File: config.mk
export PLATFORM = sky130hd
export DESIGN_NAME = round_block_mc
export DESIGN_NICKNAME = d
export VERILOG_FILES = /design/src/rtl/round_pkg.sv /design/src/rtl/round_tap.sv /design/src/rtl/round_block_mc.sv
export SDC_FILE = /design/constraint.sdc
export NUM_CORES = 2
export LEC_CHECK = 0
export ABC_AREA = 1
export CORE_AREA = 2 2 390 392
export DETAILED_ROUTE_END_ITERATION = 10
export DIE_AREA = 0 0 392 394
export PLACE_DENSITY_LB_ADDON = 0.1
export SLEW_MARGIN = 20
export SYNTH_ARGS = -nofsm -noshare
export SYNTH_HDL_FRONTEND = slang
export SYNTH_HIERARCHICAL = 1
export SYNTH_SLANG_ARGS = --single-unit
File: constraint.sdc
create_clock -name clk -period 7.2 [get_ports clk]
set_clock_uncertainty 0.1 [all_clocks]
set_input_delay 1.44 -clock clk [delete_from_list [all_inputs] [get_ports clk]]
set_output_delay 1.44 -clock clk [all_outputs]
set_load 0.03 [all_outputs]
File: src/rtl/round_pkg.sv
// Shared types and helpers for the multi-channel round block.
package round_pkg;

  typedef enum logic [1:0] {
    ST_IDLE,
    ST_CALC,
    ST_EMIT
  } state_e;

  localparam int WORD_WIDTH_DEF = 32;
  localparam int DEPTH_DEF      = 20;
  localparam int NUM_CH_DEF     = 2;
  localparam int WORD_COUNT_DEF = 553;
  localparam int OFF_W_DEF      = 6;
  localparam int CNT_W_DEF      = 10;

  function automatic int tap_idx(
    input int n,
    input int d,
    input int l
  );
    return n - 1 - d - l;
  endfunction

endpackage

File: src/rtl/round_tap.sv
// One tap channel: index arithmetic, bounds guard and window mux.
module round_tap
  import round_pkg::*;
#(
  parameter int WORD_WIDTH = WORD_WIDTH_DEF,
  parameter int DEPTH      = DEPTH_DEF,
  parameter int WORD_COUNT = WORD_COUNT_DEF,
  parameter int OFF_W      = OFF_W_DEF,
  parameter int CNT_W      = CNT_W_DEF
) (
  input  logic [CNT_W-1:0]            n,
  input  logic [OFF_W-1:0]            d,
  input  logic                        l,
  input  logic [DEPTH*WORD_WIDTH-1:0] win,
  output logic [WORD_WIDTH-1:0]       left,
  output logic [WORD_WIDTH-1:0]       right
);

  logic signed [CNT_W:0] j_l;
  logic signed [CNT_W:0] j_r;

  function automatic logic [WORD_WIDTH-1:0] pick(
    input logic signed [CNT_W:0]      j,
    input logic [CNT_W-1:0]           cnt,
    input logic [DEPTH*WORD_WIDTH-1:0] w
  );
    int ji;
    int pos;
    logic [WORD_WIDTH-1:0] r;
    ji  = int'(j);
    pos = int'(cnt) - 1 - ji;
    r   = '0;
    if (ji >= 0 && ji < WORD_COUNT && pos < DEPTH) begin
      for (int p = 0; p < DEPTH; p++) begin
        if (p == pos) r = w[p*WORD_WIDTH +: WORD_WIDTH];
      end
    end
    return r;
  endfunction

  always_comb begin
    j_l   = (CNT_W+1)'(tap_idx(int'(n), int'(d), int'(l)));
    j_r   = (CNT_W+1)'(tap_idx(int'(n), int'(d), int'(l)) - 1);
    left  = pick(j_l, n, win);
    right = pick(j_r, n, win);
  end

endmodule

File: src/rtl/round_block_mc.sv
// Multi-channel round block: sliding window of normal words, NUM_CH taps.
// Optional ROUND_BLOCK_MC_CFG_CHECK_EN builds the sticky cfg_err check.
module round_block_mc
  import round_pkg::*;
#(
  parameter int WORD_WIDTH = WORD_WIDTH_DEF,
  parameter int DEPTH      = DEPTH_DEF,
  parameter int NUM_CH     = NUM_CH_DEF,
  parameter int WORD_COUNT = WORD_COUNT_DEF,
  parameter int OFF_W      = OFF_W_DEF,
  parameter int CNT_W      = CNT_W_DEF
) (
  input  logic                         clk,
  input  logic                         rst_n,
  input  logic                         start,
  input  logic [WORD_WIDTH-1:0]        in_word,
  input  logic                         in_valid,
  input  logic                         in_only_add,
  output logic                         in_ready,
  input  logic [NUM_CH*OFF_W-1:0]      ch_offset,
  input  logic [NUM_CH-1:0]            ch_latency,
  output logic [NUM_CH*WORD_WIDTH-1:0] out_left,
  output logic [NUM_CH*WORD_WIDTH-1:0] out_right,
  output logic [CNT_W-1:0]             out_index,
  output logic                         out_valid,
  input  logic                         out_ready,
  output logic                         cfg_err
);

  state_e                       state_q, state_d;
  logic [CNT_W-1:0]             n_q, n_d, n_base;
  logic [DEPTH*WORD_WIDTH-1:0]  win_q, win_d;
  logic [NUM_CH*WORD_WIDTH-1:0] left_q, left_d;
  logic [NUM_CH*WORD_WIDTH-1:0] right_q, right_d;
  logic [NUM_CH*WORD_WIDTH-1:0] tap_l, tap_r;
  logic [CNT_W-1:0]             idx_q, idx_d;
  logic                         valid_q, valid_d;

  for (genvar k = 0; k < NUM_CH; k++) begin : g_tap
    round_tap #(
      .WORD_WIDTH(WORD_WIDTH),
      .DEPTH     (DEPTH),
      .WORD_COUNT(WORD_COUNT),
      .OFF_W     (OFF_W),
      .CNT_W     (CNT_W)
    ) u_tap (
      .n    (n_q),
      .d    (ch_offset[k*OFF_W +: OFF_W]),
      .l    (ch_latency[k]),
      .win  (win_q),
      .left (tap_l[k*WORD_WIDTH +: WORD_WIDTH]),
      .right(tap_r[k*WORD_WIDTH +: WORD_WIDTH])
    );
  end

  always_comb begin
    state_d = state_q;
    n_d     = n_q;
    n_base  = n_q;
    win_d   = win_q;
    left_d  = left_q;
    right_d = right_q;
    idx_d   = idx_q;
    valid_d = valid_q;
    unique case (state_q)
      ST_IDLE: begin
        // start clears the counter before a same-cycle word is counted
        if (start) n_base = '0;
        n_d = n_base;
        if (in_valid) begin
          win_d = {win_q[(DEPTH-1)*WORD_WIDTH-1:0], in_word};
          if (n_base != '1) n_d = n_base + CNT_W'(1);
          if (!in_only_add) state_d = ST_CALC;
        end
      end
      ST_CALC: begin
        left_d  = tap_l;
        right_d = tap_r;
        idx_d   = n_q;
        valid_d = 1'b1;
        state_d = ST_EMIT;
      end
      ST_EMIT: begin
        if (out_ready) begin
          valid_d = 1'b0;
          state_d = ST_IDLE;
        end
      end
      default: state_d = ST_IDLE;
    endcase
  end

  always_ff @(posedge clk or negedge rst_n) begin
    if (!rst_n) begin
      state_q <= ST_IDLE;
      n_q     <= '0;
      win_q   <= '0;
      left_q  <= '0;
      right_q <= '0;
      idx_q   <= '0;
      valid_q <= 1'b0;
    end else begin
      state_q <= state_d;
      n_q     <= n_d;
      win_q   <= win_d;
      left_q  <= left_d;
      right_q <= right_d;
      idx_q   <= idx_d;
      valid_q <= valid_d;
    end
  end

`ifdef ROUND_BLOCK_MC_CFG_CHECK_EN
  logic cfg_bad;
  logic err_q, err_d;

  always_comb begin
    cfg_bad = 1'b0;
    for (int k = 0; k < NUM_CH; k++) begin
      if (int'(ch_offset[k*OFF_W +: OFF_W]) + int'(ch_latency[k]) + 2 > DEPTH)
        cfg_bad = 1'b1;
    end
    err_d = err_q;
    if (state_q == ST_IDLE && start) err_d = 1'b0;
    if (state_q == ST_CALC && cfg_bad) err_d = 1'b1;
  end

  always_ff @(posedge clk or negedge rst_n) begin
    if (!rst_n) err_q <= 1'b0;
    else        err_q <= err_d;
  end

  assign cfg_err = err_q;
`else
  assign cfg_err = 1'b0;
`endif

  assign in_ready  = (state_q == ST_IDLE);
  assign out_left  = left_q;
  assign out_right = right_q;
  assign out_index = idx_q;
  assign out_valid = valid_q;

endmodule
After elaboration in Yosys (flattened, before gate mapping)
Cells that the tools add are included.

$add $sub $neg: 12. Order comparisons: 12. Eq/ne operators: 82. Mux-type cells: 94. Reduce and logical (&&, ||, !) cells: 17.

Operator list (count): 32-bit two-way mux (84); 5-bit by 32-bit == test with 1-bit output (first input constant) (32); 4-bit by 32-bit == test with 1-bit output (first input constant) (16); 6-bit by 32-bit == test with 1-bit output (first input constant) (16); 3-bit by 32-bit == test with 1-bit output (first input constant) (8); 2-bit by 32-bit == test with 1-bit output (first input constant) (4); 32-bit logical NOT (4); 32-bit by 6-bit less-than comparator with 1-bit output (second input constant) (4); 11-bit by 11-bit subtractor with 12-bit output (4); 11-bit by 1-bit >= comparator with 1-bit output (second input constant) (4); 11-bit less-than comparator (second input constant) (4); 10-bit two-way mux (4); 11-bit by 2-bit subtractor with 11-bit output (2); 11-bit by 2-bit subtractor with 11-bit output (second input constant) (2); 11-bit by 7-bit subtractor with 11-bit output (2); 10-bit by 1-bit subtractor with 11-bit output (second input constant) (1); 10-bit by 1-bit adder with 10-bit output (second input constant) (1); 10-bit != test (second input constant) (1); 1-bit logical AND (8); 2-bit two-way mux (3); 2-bit != test (second input constant) (3); 2-bit case mux with 3 select lines (1); 2-bit AND reduction (2); 3-bit AND reduction (1); other kinds (6) (6).

Register bits after elaboration: 791. Logic and storage cells: 224.

Depth between registers and ports, before layout
Depth after elaboration: 27. Mapped depth: 53. Gate-level depth less buffers: 53.

Hierarchy
Netlist, hierarchy kept.

By module, submodules not included: round_block_mc (instances 1, cells each 2094, area an instance 31579.0 sq um, sequential area each 19794.0 sq um); round_tap (g_tap[1].u_tap) (instances 1, cells each 3133, area an instance 14432.6 sq um, sequential area each 0.0 sq um); round_tap (g_tap[0].u_tap) (instances 1, cells each 2947, area an instance 13802.0 sq um, sequential area each 0.0 sq um).

Worst setup path before layout
Ideal clock, no wire load.

Kind: input to register. Start: input port ch_offset[0]. End: register right_q[4], in the netlist out_right[4]. Library setup time: 0.118 ns. Data arrival time: 6.066 ns. Data required time: 6.982 ns. Slack: 0.916 ns. Cell stages on the path: 31. Path through: fa_1 > fa_1 > ha_1 > nand3_1 > nor3_1 > xor2_1 > ha_1 > inv_1 > nor3_1 > nand2_1 > o2111ai_1 > xor2_1 > nand2_1 > a21oi_2 > nand2_1 > buf_2 > nor3_1 > nand2_2 > buf_2 > o21ai_1 > o211ai_1 > nor3_1 > nand4_1 > nor2_1 > nand4_1 > nor2_1 > nand3_1 > nand2_1 > inv_1 > nand2_1 > nand2_1.

Cells in the longest elaborated chain, start to end: 26. Elaborated cells between the ends (all ways): 50. Classes of those cells: add/sub (4); order compare (3); eq/ne (19); mux (21); reduce/logical (3).

RTL lines: from (decl) (line round_block_mc.sv:20) `input logic [NUM_CH*OFF_W-1:0] ch_offset,`; 11-bit by 7-bit subtractor with 11-bit output (*) (line round_pkg.sv:22) `return n - 1 - d - l;`; 11-bit by 2-bit subtractor with 11-bit output (*) (line round_pkg.sv:22); 11-bit by 2-bit subtractor with 11-bit output (*) (line round_tap.sv:43) `j_r = (CNT_W+1)'(tap_idx(int'(n), int'(d), int'(l)) - 1);`; 11-bit by 11-bit subtractor with 12-bit output (line round_tap.sv:31) `pos = int'(cnt) - 1 - ji;`; 32-bit logical NOT (line round_tap.sv:35) `if (p == pos) r = w[p*WORD_WIDTH +: WORD_WIDTH];`; 32-bit two-way mux (20 in a row) (line round_tap.sv:35); 32-bit two-way mux (*) (line round_tap.sv:33) `if (ji >= 0 && ji < WORD_COUNT && pos < DEPTH) begin`; named net tap_r[4] (line round_block_mc.sv:35) `logic [NUM_CH*WORD_WIDTH-1:0] tap_l, tap_r;`; to (signal assigned) (line round_block_mc.sv:107) `right_q <= right_d;`; to (decl) (line round_block_mc.sv:34) `logic [NUM_CH*WORD_WIDTH-1:0] right_q, right_d;`.

The timed path passes the listed nets; every way through them passes the cells marked *. A chain may end at the register's enable or synchronous reset.

Final worst setup path
Start: input port ch_offset[10]. End: register right_q[37], in the netlist out_right[37].

Same word-level chain as after synthesis.

==> metrics.txt <==
# TYPE chip_impl_metric gauge
chip_impl_info{name="critPathCaptureType",value="register"} 1
chip_impl_metric{name="final_antenna_net_count",unit=""} 0
chip_impl_info{name="synthDominantAreaCellType",value="sky130_fd_sc_hd__dfrtp_1"} 1
chip_impl_metric{name="placement.io_buffers",unit=""} 191
chip_impl_metric{name="vias",unit=""} 63200
chip_impl_metric{name="cellPowerDensity",unit="nW/um2"} 515.3
chip_impl_info{name="top_post_synthesis_cells_by_area",value="sky130_fd_sc_hd__dfrtp_1, sky130_fd_sc_hd__nand2_1, sky130_fd_sc_hd__mux2_4, sky130_fd_sc_hd__inv_1, sky130_fd_sc_hd__nor2_1"} 1
chip_impl_metric{name="post_synth_num_cell_types",unit=""} 72
chip_impl_metric{name="drt-initial-drc-count",unit=""} 7459
chip_impl_metric{name="area.growth.synth_to_final",unit="%"} 27.05
chip_impl_metric{name="drive_above_1_share",unit=""} 0.2413
chip_impl_metric{name="detail_route.drc_violations",unit=""} 0
chip_impl_metric{name="num_io_pins",unit=""} 193
chip_impl_metric{name="timing.fmax",unit="MHz"} 141.0
chip_impl_metric{name="timing.max_cap.violations",unit=""} 0
chip_impl_metric{name="area_share_of_the_largest_cell_type_after_synthesis",unit=""} 0.3309
chip_impl_metric{name="hold_viol_final",unit=""} 0
chip_impl_metric{name="worst-path-max-fanout",unit=""} 10
chip_impl_info{name="worst_path_most_repeated_cell",value="sky130_fd_sc_hd__nand2_1"} 1
chip_impl_info{name="criticalPathCategory",value="in2reg"} 1
chip_impl_metric{name="post_synth.cell_area_avg",unit="um2"} 7.318
chip_impl_metric{name="detailroute.wirelength.met2",unit="um"} 130400
chip_impl_metric{name="core_region_area",unit="um2"} 150700
chip_impl_metric{name="synth-edff-count",unit=""} 0
chip_impl_metric{name="ys_seq_elements",unit=""} 791
chip_impl_metric{name="syn_area",unit="um2"} 59810
chip_impl_metric{name="num-nets-final",unit=""} 9311
chip_impl_info{name="worstSetupStartpointType",value="input port"} 1
chip_impl_metric{name="tritoncts.num_buffers",unit=""} 101
chip_impl_metric{name="grt_pass1_wl",unit="um"} 429000
chip_impl_info{name="layout_commonest_cell",value="sky130_fd_sc_hd__nand2_1"} 1
chip_impl_info{name="cts-root-buf",value="sky130_fd_sc_hd__clkbuf_16"} 1
chip_impl_metric{name="ys_async_sr_fraction",unit=""} 1.000
chip_impl_metric{name="die_width",unit="um"} 392
chip_impl_info{name="status",value="finished, final reports clean"} 1
chip_impl_metric{name="maximum_number_of_pins_on_one_net_before_global_route_repair",unit=""} 137
chip_impl_metric{name="clock_sink_count",unit=""} 791
chip_impl_metric{name="overflow",unit=""} 0
chip_impl_metric{name="final.min_clock_period",unit="ns"} 7.091
chip_impl_metric{name="mappedNetlistNets",unit=""} 8305
chip_impl_metric{name="cts.clk_slew.worst_paths",unit="ns"} 0.06
chip_impl_metric{name="via_count_of_the_first_global_routing_pass",unit=""} 59580
chip_impl_metric{name="worst_slack",unit="ns"} 0.1087
chip_impl_metric{name="gpl.final_weighted_congestion",unit=""} 0.9944
chip_impl_metric{name="synth_cells",unit=""} 8174
chip_impl_metric{name="arrival",unit="ns"} 7.64
chip_impl_info{name="grt_setup_unrepaired",value="true"} 1
chip_impl_metric{name="die_area",unit="um2"} 154400
chip_impl_info{name="tritoncts",value="built"} 1
chip_impl_metric{name="final-setup-viol-count",unit=""} 0
chip_impl_metric{name="fraction_of_the_yosys_area_taken_by_sequential_cells",unit=""} 0.3309
chip_impl_metric{name="p_leak",unit="nW"} 37.45
chip_impl_metric{name="max-vdd-ir-drop",unit="mV"} 0.8363
chip_impl_metric{name="max_slew_margin",unit=""} 0.2270
chip_impl_info{name="layout_common_cells",value="sky130_fd_sc_hd__nand2_1, sky130_fd_sc_hd__buf_4, sky130_fd_sc_hd__inv_1"} 1
chip_impl_metric{name="insertion_delay",unit="ns"} 0.76
chip_impl_metric{name="number_of_pins_with_negative_max_slew_slack_in_the_final_report",unit=""} 0
chip_impl_metric{name="finalCritPeriodShare",unit=""} 0.9849
chip_impl_metric{name="wire_per_inst",unit="um"} 26.58
chip_impl_metric{name="cp_slowest_stage_delay",unit="ns"} 0.41
chip_impl_metric{name="chipHeight",unit="um"} 394
chip_impl_info{name="critical_path_s_slowest_cell",value="sky130_fd_sc_hd__clkdlybuf4s50_1"} 1
chip_impl_metric{name="worst_ep_required_time",unit="ns"} 7.75
chip_impl_metric{name="placement_rows",unit=""} 143
chip_impl_metric{name="place_worst_setup_slack",unit="ns"} -1.298
chip_impl_metric{name="route.final.wire_length",unit="um"} 300300
chip_impl_metric{name="antenna-diode-count",unit=""} 0
chip_impl_metric{name="hold_buffers",unit=""} 0
chip_impl_info{name="worstHoldPathType",value="reg2reg"} 1
chip_impl_metric{name="design_power_total",unit="mW"} 39.16
chip_impl_metric{name="initial_utilization",unit=""} 0.3970
chip_impl_metric{name="grt_usage",unit=""} 0.3803
chip_impl_metric{name="initial_drt_pass_iterations",unit=""} 6
chip_impl_metric{name="grt_antenna_before_repair",unit=""} 11
chip_impl_metric{name="dp_hpwl",unit="um"} 234600
chip_impl_metric{name="via_cell_ratio",unit=""} 5.594
chip_impl_metric{name="htree_num_levels",unit=""} 3
chip_impl_metric{name="utilization",unit=""} 0.5044
chip_impl_metric{name="ys.warnings.count",unit=""} 6
chip_impl_metric{name="route.met3.wl",unit="um"} 28700
chip_impl_metric{name="route.layer.met1.wl",unit="um"} 128200
chip_impl_info{name="synth-main-ff-cell",value="sky130_fd_sc_hd__dfrtp_1"} 1
chip_impl_info{name="dr.max_layer_used",value="met5"} 1
chip_impl_metric{name="cts.path.max_buffers",unit=""} 3
chip_impl_metric{name="worst_slew_pin_slew",unit="ns"} 1.159
==> metal layers <==
| layer | up-vias | track usage |
|---|---|---|
| li1 | 28450 | - |
| met1 | 31050 | 0.5283 |
| met2 | 3123 | 0.5751 |
| met3 | 567 | 0.08396 |
| met4 | 4 | 0.1417 |
| met5 | - | 0 |
==> metrics by stage <==
stage,hold WS [ns],cell area [um2],setup TNS (ns),instances
after floorplan,0.3743,59810,0,8174
after CTS,0.3716,75420,0,11280
after global routing,0.3880,75990,-0.7154,11300
final,0.3654,75990,0,11300
after detailed placement,0.3571,71760,-84.55,11080
after global placement,0.3559,71750,-83.14,11080
==> cells by family after synthesis <==
family	after synthesis	synth area share
adders and majority gates	79	0.01753
xor gates and xnor gates	55	0.008430
DFF	791	0.3309
other	1	0.00006269
muxes	612	0.1441
AOI/OAI and AO/OA	740	0.06593
buffers and inverters	1381	0.09965
and+or+nand+nor	4515	0.3334
==> what timing repair did <==
action                                  in CTS  in global routing
buffers inserted                            13                 14
gates resized for setup                     30                104
cloned                                       1                  0
endpoints found under the setup margin      35                115
pin swaps                                   21                 63
==> area by class of cell <==
cell class / instances / area, um2
inverters: 1009 / 3806
flip-flops and latches: 791 / 19800
clock buffers: 148 / 2885
multi-input cells: 6003 / 34730
well taps: 2030 / 2540
clock inverters: 42 / 509.2
fillers: 14960 / 74660
repair buffers: 1274 / 11730
==> registers in the layout, indices dropped and copies added (netlist names) <==
register   count
win_q        640
out_left      64
out_right     64
n_q           10
out_index     10
state_q        2
out_valid      1
==> synthesized netlist by cell type, drive strengths merged, types with 3 or more instances <==
library cell and number:
a211oi 6, a21oi 324, a31oi 6, and2 5, and3 3, buf 243, clkbuf 129, clkinv 15
dfrtp 791, fa 8, ha 71, inv 994, mux2 612, nand2 2466, nand3 397, nand3b 18
nand4 483, nor2 958, nor3 82, nor3b 3, nor4 25, o2111ai 10, o211ai 18, o21ai 341
o21bai 14, o22ai 9, or2 75, xnor2 8, xor2 47
==> where the power goes <==
part,switching (mW),internal (mW)
clock network,2.28,3.05
logic,13.4,10.7
registers,3.57,6.18
total,19.3,19.9
==> worst paths after layout <==
check | start | endpoint | slack (ns) | depth (start not counted)
hold / removal | out_left[7]$_DFFE_PN0P_ | out_left[7]$_DFFE_PN0P_ | 0.37 | 2
hold reg to reg | out_left[7]$_DFFE_PN0P_ | out_left[7]$_DFFE_PN0P_ | 0.37 | 2
max in group asynchronous | rst_n | win_q[635]$_DFFE_PN0P_ | 4.87 | 2
setup reg to reg | n_q[0]$_DFFE_PN0N_ | out_right[37]$_DFFE_PN0P_ | 0.14 | 44
setup / recovery | ch_offset[10] | out_right[37]$_DFFE_PN0P_ | 0.11 | 39
min in group asynchronous | rst_n | win_q[205]$_DFFE_PN0P_ | 0.60 | 1
==> worst max-delay path: cells and delay by family <==
family	cells	cell delay [ns]
fa+ha+maj	4	1.13
xor+xnor	1	0.17
simple gates	20	3.08
compound gates	3	0.29
buf+inv	11	1.50
No activity file was read; power rests on OpenSTA's default activity.
